[config.mk]
export PLATFORM = sky130hd
export DESIGN_NAME = encoder_quad_decoder_flat
export DESIGN_NICKNAME = d
export VERILOG_FILES = /design/src/rtl/encoder_quad_decoder_if.sv /design/src/rtl/encoder_quad_decoder.sv /design/src/flat_wrapper.sv
export SDC_FILE = /design/constraint.sdc
export NUM_CORES = 1
export LEC_CHECK = 0
export CAP_MARGIN = 20
export CORE_ASPECT_RATIO = 0.8
export CORE_UTILIZATION = 55
export DETAILED_ROUTE_END_ITERATION = 12
export GPL_ROUTABILITY_DRIVEN = 0
export HOLD_SLACK_MARGIN = 0.02
export PLACE_DENSITY = 0.74
export SYNTH_ARGS = -nofsm -noshare
export SYNTH_HDL_FRONTEND = slang
export SYNTH_SLANG_ARGS = --single-unit
[constraint.sdc]
create_clock -name clk -period 12.8 [get_ports clk]
set_input_delay 3.84 -clock clk [delete_from_list [all_inputs] [get_ports clk]]
set_output_delay 3.84 -clock clk [all_outputs]
set_load 0.005 [all_outputs]
[src/rtl/encoder_quad_decoder_if.sv]
// Pin-side bundle of the quadrature decoder: raw encoder channels in, event/direction/position/phase out.
// enable is a one-cycle event code with no backpressure; consumers must sample it every cycle.
interface encoder_quad_decoder_if #(
  parameter int POS_W = 16
);
  logic             enc_a;
  logic             enc_b;
  logic [1:0]       enable;
  logic             dir;
  logic [POS_W-1:0] position;
  logic [1:0]       phase;

  modport master (
    output enc_a, enc_b,
    input  enable, dir, position, phase
  );

  modport slave (
    input  enc_a, enc_b,
    output enable, dir, position, phase
  );
endinterface

[src/rtl/encoder_quad_decoder.sv]
// Quadrature encoder decoder: 2-flop sync, per-channel debounce, quarter-step accumulation, detent events.
// Optional macro ENCODER_POS_SAT_EN makes the position counter saturate instead of wrapping.
module encoder_quad_decoder #(
  parameter int DEBOUNCE_CYCLES = 50_000,
  parameter int POS_W           = 16
) (
  input  logic                  clk,
  input  logic                  rst_n,
  encoder_quad_decoder_if.slave bus
);

  localparam int CNT_W = (DEBOUNCE_CYCLES > 1) ? $clog2(DEBOUNCE_CYCLES) : 1;
  localparam logic [CNT_W-1:0] CNT_LAST = CNT_W'(DEBOUNCE_CYCLES - 1);
  localparam logic [POS_W-1:0] POS_MAX  = {1'b0, {(POS_W-1){1'b1}}};
  localparam logic [POS_W-1:0] POS_MIN  = {1'b1, {(POS_W-1){1'b0}}};
`ifdef ENCODER_POS_SAT_EN
  localparam bit POS_SAT = 1'b1;
`else
  localparam bit POS_SAT = 1'b0;
`endif

  localparam logic signed [3:0] ACC_CW  = 4'sd4;
  localparam logic signed [3:0] ACC_CCW = -4'sd4;

  // Bit 1 is channel A, bit 0 is channel B throughout.
  logic [1:0]            sync1_q, sync2_q, deb_q;
  logic [1:0][CNT_W-1:0] cnt_q;

  logic [1:0]       prev_q;
  logic signed [3:0] acc_q, acc_d, acc_step;
  logic [1:0]       enable_q, enable_d;
  logic             dir_q, dir_d;
  logic [POS_W-1:0] pos_q, pos_d;
  logic [1:0]       step;

  // Position of a phase along the CW cycle 00->01->11->10, so a step is a difference mod 4.
  function automatic logic [1:0] quad_idx(input logic [1:0] ab);
    return {ab[1], ab[1] ^ ab[0]};
  endfunction

  always_ff @(posedge clk or negedge rst_n) begin
    if (!rst_n) begin
      sync1_q <= '0;
      sync2_q <= '0;
      deb_q   <= '0;
      cnt_q   <= '0;
    end else begin
      sync1_q <= {bus.enc_a, bus.enc_b};
      sync2_q <= sync1_q;
      for (int i = 0; i < 2; i++) begin
        if (sync2_q[i] == deb_q[i]) begin
          cnt_q[i] <= '0;
        end else if (cnt_q[i] == CNT_LAST) begin
          deb_q[i] <= ~deb_q[i];
          cnt_q[i] <= '0;
        end else begin
          cnt_q[i] <= cnt_q[i] + 1'b1;
        end
      end
    end
  end

  always_comb begin
    enable_d = 2'b00;
    dir_d    = dir_q;
    pos_d    = pos_q;
    acc_d    = acc_q;
    acc_step = acc_q;
    step     = quad_idx(deb_q) - quad_idx(prev_q);

    case (step)
      2'd1:    if (acc_q != ACC_CW)  acc_step = acc_q + 4'sd1;
      2'd3:    if (acc_q != ACC_CCW) acc_step = acc_q - 4'sd1;
      default: acc_step = acc_q;
    endcase

    if (step == 2'd2) begin
      enable_d = 2'b10;
      acc_d    = '0;
    end else if (step != 2'd0) begin
      if (deb_q == 2'b00) begin
        // Back at a detent: only a full four-quarter turn in one direction counts.
        acc_d = '0;
        if (acc_step == ACC_CW) begin
          enable_d = 2'b01;
          dir_d    = 1'b1;
          if (!(POS_SAT && pos_q == POS_MAX)) pos_d = pos_q + 1'b1;
        end else if (acc_step == ACC_CCW) begin
          enable_d = 2'b01;
          dir_d    = 1'b0;
          if (!(POS_SAT && pos_q == POS_MIN)) pos_d = pos_q - 1'b1;
        end
      end else begin
        acc_d = acc_step;
      end
    end
  end

  always_ff @(posedge clk or negedge rst_n) begin
    if (!rst_n) begin
      prev_q   <= 2'b00;
      acc_q    <= '0;
      enable_q <= 2'b00;
      dir_q    <= 1'b0;
      pos_q    <= '0;
    end else begin
      prev_q   <= deb_q;
      acc_q    <= acc_d;
      enable_q <= enable_d;
      dir_q    <= dir_d;
      pos_q    <= pos_d;
    end
  end

  assign bus.enable   = enable_q;
  assign bus.dir      = dir_q;
  assign bus.position = pos_q;
  assign bus.phase    = deb_q;

endmodule

[src/flat_wrapper.sv]
// flat-port wrapper written by rule: the top's interface ports become plain ports
module encoder_quad_decoder_flat 
#(
  parameter int DEBOUNCE_CYCLES = 50_000,
  parameter int POS_W           = 16
)
  (clk, rst_n, bus_enc_a, bus_enc_b, bus_enable, bus_dir, bus_position, bus_phase);
  encoder_quad_decoder_if #(.POS_W(POS_W)) bus_i ();
  input  logic clk;
  input  logic rst_n;
  input wire logic [$bits(bus_i.enc_a)-1:0] bus_enc_a;
  input wire logic [$bits(bus_i.enc_b)-1:0] bus_enc_b;
  output wire logic [$bits(bus_i.enable)-1:0] bus_enable;
  output wire logic [$bits(bus_i.dir)-1:0] bus_dir;
  output wire logic [$bits(bus_i.position)-1:0] bus_position;
  output wire logic [$bits(bus_i.phase)-1:0] bus_phase;
  assign bus_i.enc_a = bus_enc_a;
  assign bus_i.enc_b = bus_enc_b;
  assign bus_enable = bus_i.enable;
  assign bus_dir = bus_i.dir;
  assign bus_position = bus_i.position;
  assign bus_phase = bus_i.phase;
  encoder_quad_decoder #(.DEBOUNCE_CYCLES(DEBOUNCE_CYCLES), .POS_W(POS_W)) u_core (.clk(clk), .rst_n(rst_n), .bus(bus_i));
endmodule
# == Word-level counts from Yosys, hierarchy flattened ==
# Cells that the tools add are included.
# totals
ff_bits,63
inputBits,4
elab_cells,62
output_inout_bits,21
# op_classes
bitwise,7
eq_ne,11
add_sub_neg,7
reduce_logical,7
n_mux,19
# ops
operator,n
16-bit 2-to-1 mux,6
"16-bit by 1-bit adder with 16-bit output, second input constant",3
"16-bit == test, second input constant",2
4-bit 2-to-1 mux,5
"16-bit by 1-bit subtractor with 16-bit output, second input constant",1
2-bit 2-to-1 mux,4
4-bit case mux with 2 select lines,1
2-bit nonzero test,3
1-bit NOT,5
"4-bit by 2-bit adder with 4-bit output, second input constant",1
"2-bit == test, second input constant",2
"4-bit by 3-bit == test with 1-bit output, second input constant",1
"4-bit == test, second input constant",1
"4-bit by 3-bit != test with 1-bit output, second input constant",1
"4-bit != test, second input constant",1
2-bit AND reduction,2
4-bit AND reduction,1
"4-bit by 2-bit subtractor with 4-bit output, second input constant",1
1-bit 2-to-1 mux,3
1-bit == test,2
"2-bit by 1-bit == test with 1-bit output, second input constant",1
2-bit zero test,1
2-bit subtractor,1
1-bit bitwise XOR,2

# == Depth between registers and ports, before layout ==
# logic_depth
word_depth,10
ltp_mapped,20
mapped_depth_nobuf,19

# == Least setup slack after synthesis ==
# OpenSTA, ideal clock, no wires.
# synth_path
kind,register -> output
from,register u_core.deb_q[0] (netlist: u_core.bus.phase[0])
to,output bus_phase[0]
arrival_time_ns,0.396
path_slack_ns,8.564
required_ns,8.960
stages_incl_launch_ff,1
n_path_buf,0
path_cell_list,dfrtp_1
# synth_rtl
item,line_no,text
from (decl),encoder_quad_decoder.sv:26,"logic [1:0] sync1_q, sync2_q, deb_q;"
"from (signal, indexed assignment)",encoder_quad_decoder.sv:54,deb_q[i] <= ~deb_q[i];
to (decl),flat_wrapper.sv:16,output wire logic [$bits(bus_i.phase)-1:0] bus_phase;
# No word-level cell between the ends.

# == Worst setup path in the final report ==
# layout_path
from,register u_core.deb_q[1] (netlist: u_core.bus.phase[1])
to,output bus_phase[1]
# No word-level cell between the ends.

==> flow_metrics.py <==
metrics = {
    "timing": {
        "slew_headroom_pct": 47.5,
        "finalHoldViolations": 0,
        "fin_setup_tns_ns": 0,
        "drv_slew": 0,
        "setup_violations": 0,
        "fin_crit_sh_pct": 40.8,
        "rsz0062_at_grt": "false",
        "fmax_ghz": 0.191,
        "fin_ws_ns": 7.57,
        "fin_crit_ns": 5.23,
        "worstMarginPinSlew_ns": 0.787,
        "fin_worst_skew_ns": 0.00526,
    },
    "setup_path": {
        "crit_buf_inv": 1,
        "crit_chain": "clkdlybuf4s50_1",
        "worstPathArrival_ns": 1.39,
        "cp-start-kind": "flop",
        "required_ns": 8.96,
        "worstPathMaxFanout": 7,
        "critPathSlowestCell": "clkdlybuf4s50_1",
        "cpLargestDelayFamily": "buffers and inverters",
        "cp_slowest_stage_delay_ns": 0.56,
        "critical_path_class": "reg -> out",
        "worstSetupEndpointType": "output port",
    },
    "cells_and_area": {
        "nFillCells": 497,
        "drive_gt1_share_pct": 6.85,
        "fin_nets": 416,
        "instances_no_fill": 475,
        "diodes": 0,
        "utilization_pct": 66.4,
        "final_cell_mix": "dfrtp_1 (63), nor2_1 (45), nand2_1 (33)",
        "layout_commonest_cell": "dfrtp_1",
        "area_delta_synth_final_pct": 13.8,
    },
    "grt": {
        "antenna_found_initial": 0,
        "track_usage_pct": 22.5,
        "grt_max_degree": 64,
        "grt_pass1_vias": 2526,
        "grt_pass1_wl_mm": 11.7,
        "grt_overflow_total": 0,
    },
    "pwr": {
        "internal_power_w": 0.000303,
        "p_leak_nw": 1.87,
        "power_frac_comb_pct": 2.3,
        "power.switching_w": 0.0000816,
        "pwr-share-seq_pct": 52.7,
        "p_sw_share_pct": 21.2,
        "power_density_nw_per_um2": 95.4,
        "pwr-share-clk_pct": 45.0,
        "peakVddDrop_uv": 61.0,
    },
    "route": {
        "ant_nets": 0,
        "via_count": 2631,
        "routed_wirelength_mm": 6.63,
        "first_pass_iters": 4,
        "drt-initial-drc-count": 133,
        "drc": 0,
        "vias_per_cell": 5.54,
        "wl_per_cell_um": 13.9,
    },
    "die": {
        "start_util_pct": 58.4,
        "fp-row-count": 25,
        "dieArea_um2": 6760,
        "die_h_um": 73.8,
        "num_io_pins": 25,
        "die-width_um": 91.7,
        "design.core.area_um2": 6070,
    },
    "synthesis": {
        "syn_inst": 366,
        "ys_warn_count": 0,
        "syn_nets": 392,
        "synthFlopType": "dfrtp_1",
        "yosys.cell_types.count": 51,
        "synth_edf_count": 0,
        "ys_seq_area_share_pct": 44.5,
        "synthArstFlopShare_pct": 100,
        "syn_avg_cell_area_um2": 9.67,
        "netlist_area_um2": 3540,
        "synth_seq_cells": 63,
    },
    "cts": {
        "cts_tree": "done",
        "cts_setup_buffers": 0,
        "clk_latency_ns": 0.34,
        "root_buffer": "clkbuf_8",
        "clock_path_buffers": 2,
        "cts-resized-gates": 0,
        "cts_sinks": 63,
        "numCtsBuffers": 9,
        "cts_hold_buffers": 0,
        "clk_pin_slew_ns": 0.07,
        "ctsHtreeMaxLevel": 3,
    },
    "worst_hold_path": {
        "hold_path_class": "reg -> reg",
    },
    "placement": {
        "place_inst": 460,
        "pre_cts_ws_ns": 7.92,
        "io_buffers": 24,
        "place_hpwl_mm": 4.56,
    },
    "run": {
        "max_cap_violations": 0,
    },
    "outcome": {
        "status": "finished clean",
    },
}
## per-layer routing
layer | routed length (um) | vias to the layer above | GRT usage, %
li1 | - | 1328 | -
met1 | 3420 | 1260 | 30.3
met2 | 2920 | 38 | 34.5
met3 | 228 | 5 | 7.56
met4 | 53 | 0 | 7.29
met5 | 0 | - | 0
## worst paths after layout
kind | from | to | slack, ns | depth (start not counted)
setup / recovery | u_core.bus.phase[1] | bus_phase[1] | 7.57 | 1
hold / removal | u_core.sync1_q[0] | u_core.sync2_q[0] | 0.35 | 0
setup reg to reg | u_core.bus.phase[1] | u_core.bus.position[13] | 7.94 | 19
hold reg to reg | u_core.sync1_q[0] | u_core.sync2_q[0] | 0.35 | 0
max in group asynchronous | rst_n | u_core.bus.position[14] | 8.62 | 2
min in group asynchronous | rst_n | u_core.cnt_q[19] | 3.66 | 2
## synthesized netlist by cell type (2+ instances only)
cell	count	share of area [%]
a21boi_0	2	0.42
a21o_1	2	0.42
a21oi_1	15	2.1
a21oi_2	2	0.49
a311oi_1	2	0.49
and2_1	5	0.88
and3_1	14	2.5
and4_1	2	0.49
clkbuf_1	10	1.1
dfrtp_1	63	45
ha_1	21	7.4
inv_1	9	0.95
mux2_2	2	0.64
nand2_1	33	3.5
nand2b_1	5	0.88
nand3_1	15	2.1
nand3b_1	2	0.42
nand4_1	8	1.4
nor2_1	45	4.8
nor2b_1	2	0.35
nor3_1	7	0.99
nor4b_1	2	0.49
o211ai_1	4	0.85
o21ai_0	7	0.99
o21ai_1	14	2.0
o22ai_1	2	0.35
o31ai_1	3	0.64
or3_1	2	0.35
xnor2_1	19	4.7
xor2_1	26	6.4
## metrics by stage
stage          instance area, um2  power [W]  hold slack [ns]
2_1_floorplan                3540   0.000209            0.331
3_3_place_gp                 3830   0.000215            0.332
3_5_place_dp                 3830   0.000216            0.336
4_1_cts                      4030   0.000390            0.353
5_1_grt                      4030   0.000400            0.361
6_report                     4030   0.000385            0.349
## flip-flops by register name, summed over array words and instances, names as in the netlist
| name | flops |
|---|---|
| u_core.bus.position | 16 |
| u_core.cnt_q | 32 |
| u_core.bus.dir | 1 |
| u_core.bus.enable | 2 |
| u_core.prev_q | 2 |
| u_core.sync2_q | 2 |
| u_core.acc_q | 4 |
| u_core.bus.phase | 2 |
| u_core.sync1_q | 2 |
## power groups by stage
stage / Sequential, W / Combinational (W) / Clock (W)
4_1_cts: 0.000203 / 0.00000936 / 0.000178
5_1_grt: 0.000203 / 0.0000107 / 0.000187
2_1_floorplan: 0.000206 / 0.00000341 / 0
3_5_place_dp: 0.000206 / 0.00000930 / 0
6_report: 0.000203 / 0.00000887 / 0.000173
3_3_place_gp: 0.000206 / 0.00000918 / 0
## logic make-up after synthesis
family	Yosys count	share of synthesized area [%]
buffers and inverters	22	2.58
muxes	4	1.24
xor gates and xnor gates	47	12.5
adders and majority gates	22	7.99
DFF	63	44.5
AOI/OAI and AO/OA	62	11.1
and+or+nand+nor	146	20.1
## layout make-up
| cell class | instances | area (um2) | share of cell area (%) |
|---|---|---|---|
| inverter | 10 | 37.5 | 0.932 |
| multi-input combinational | 281 | 1870 | 46.5 |
| timing repair buffer | 25 | 243 | 6.02 |
| sequential | 63 | 1580 | 39.1 |
| clock inverter | 3 | 42.5 | 1.06 |
| clock buffer | 12 | 155 | 3.85 |
| tap | 81 | 101 | 2.52 |
(Power assumes the default switching activity.)
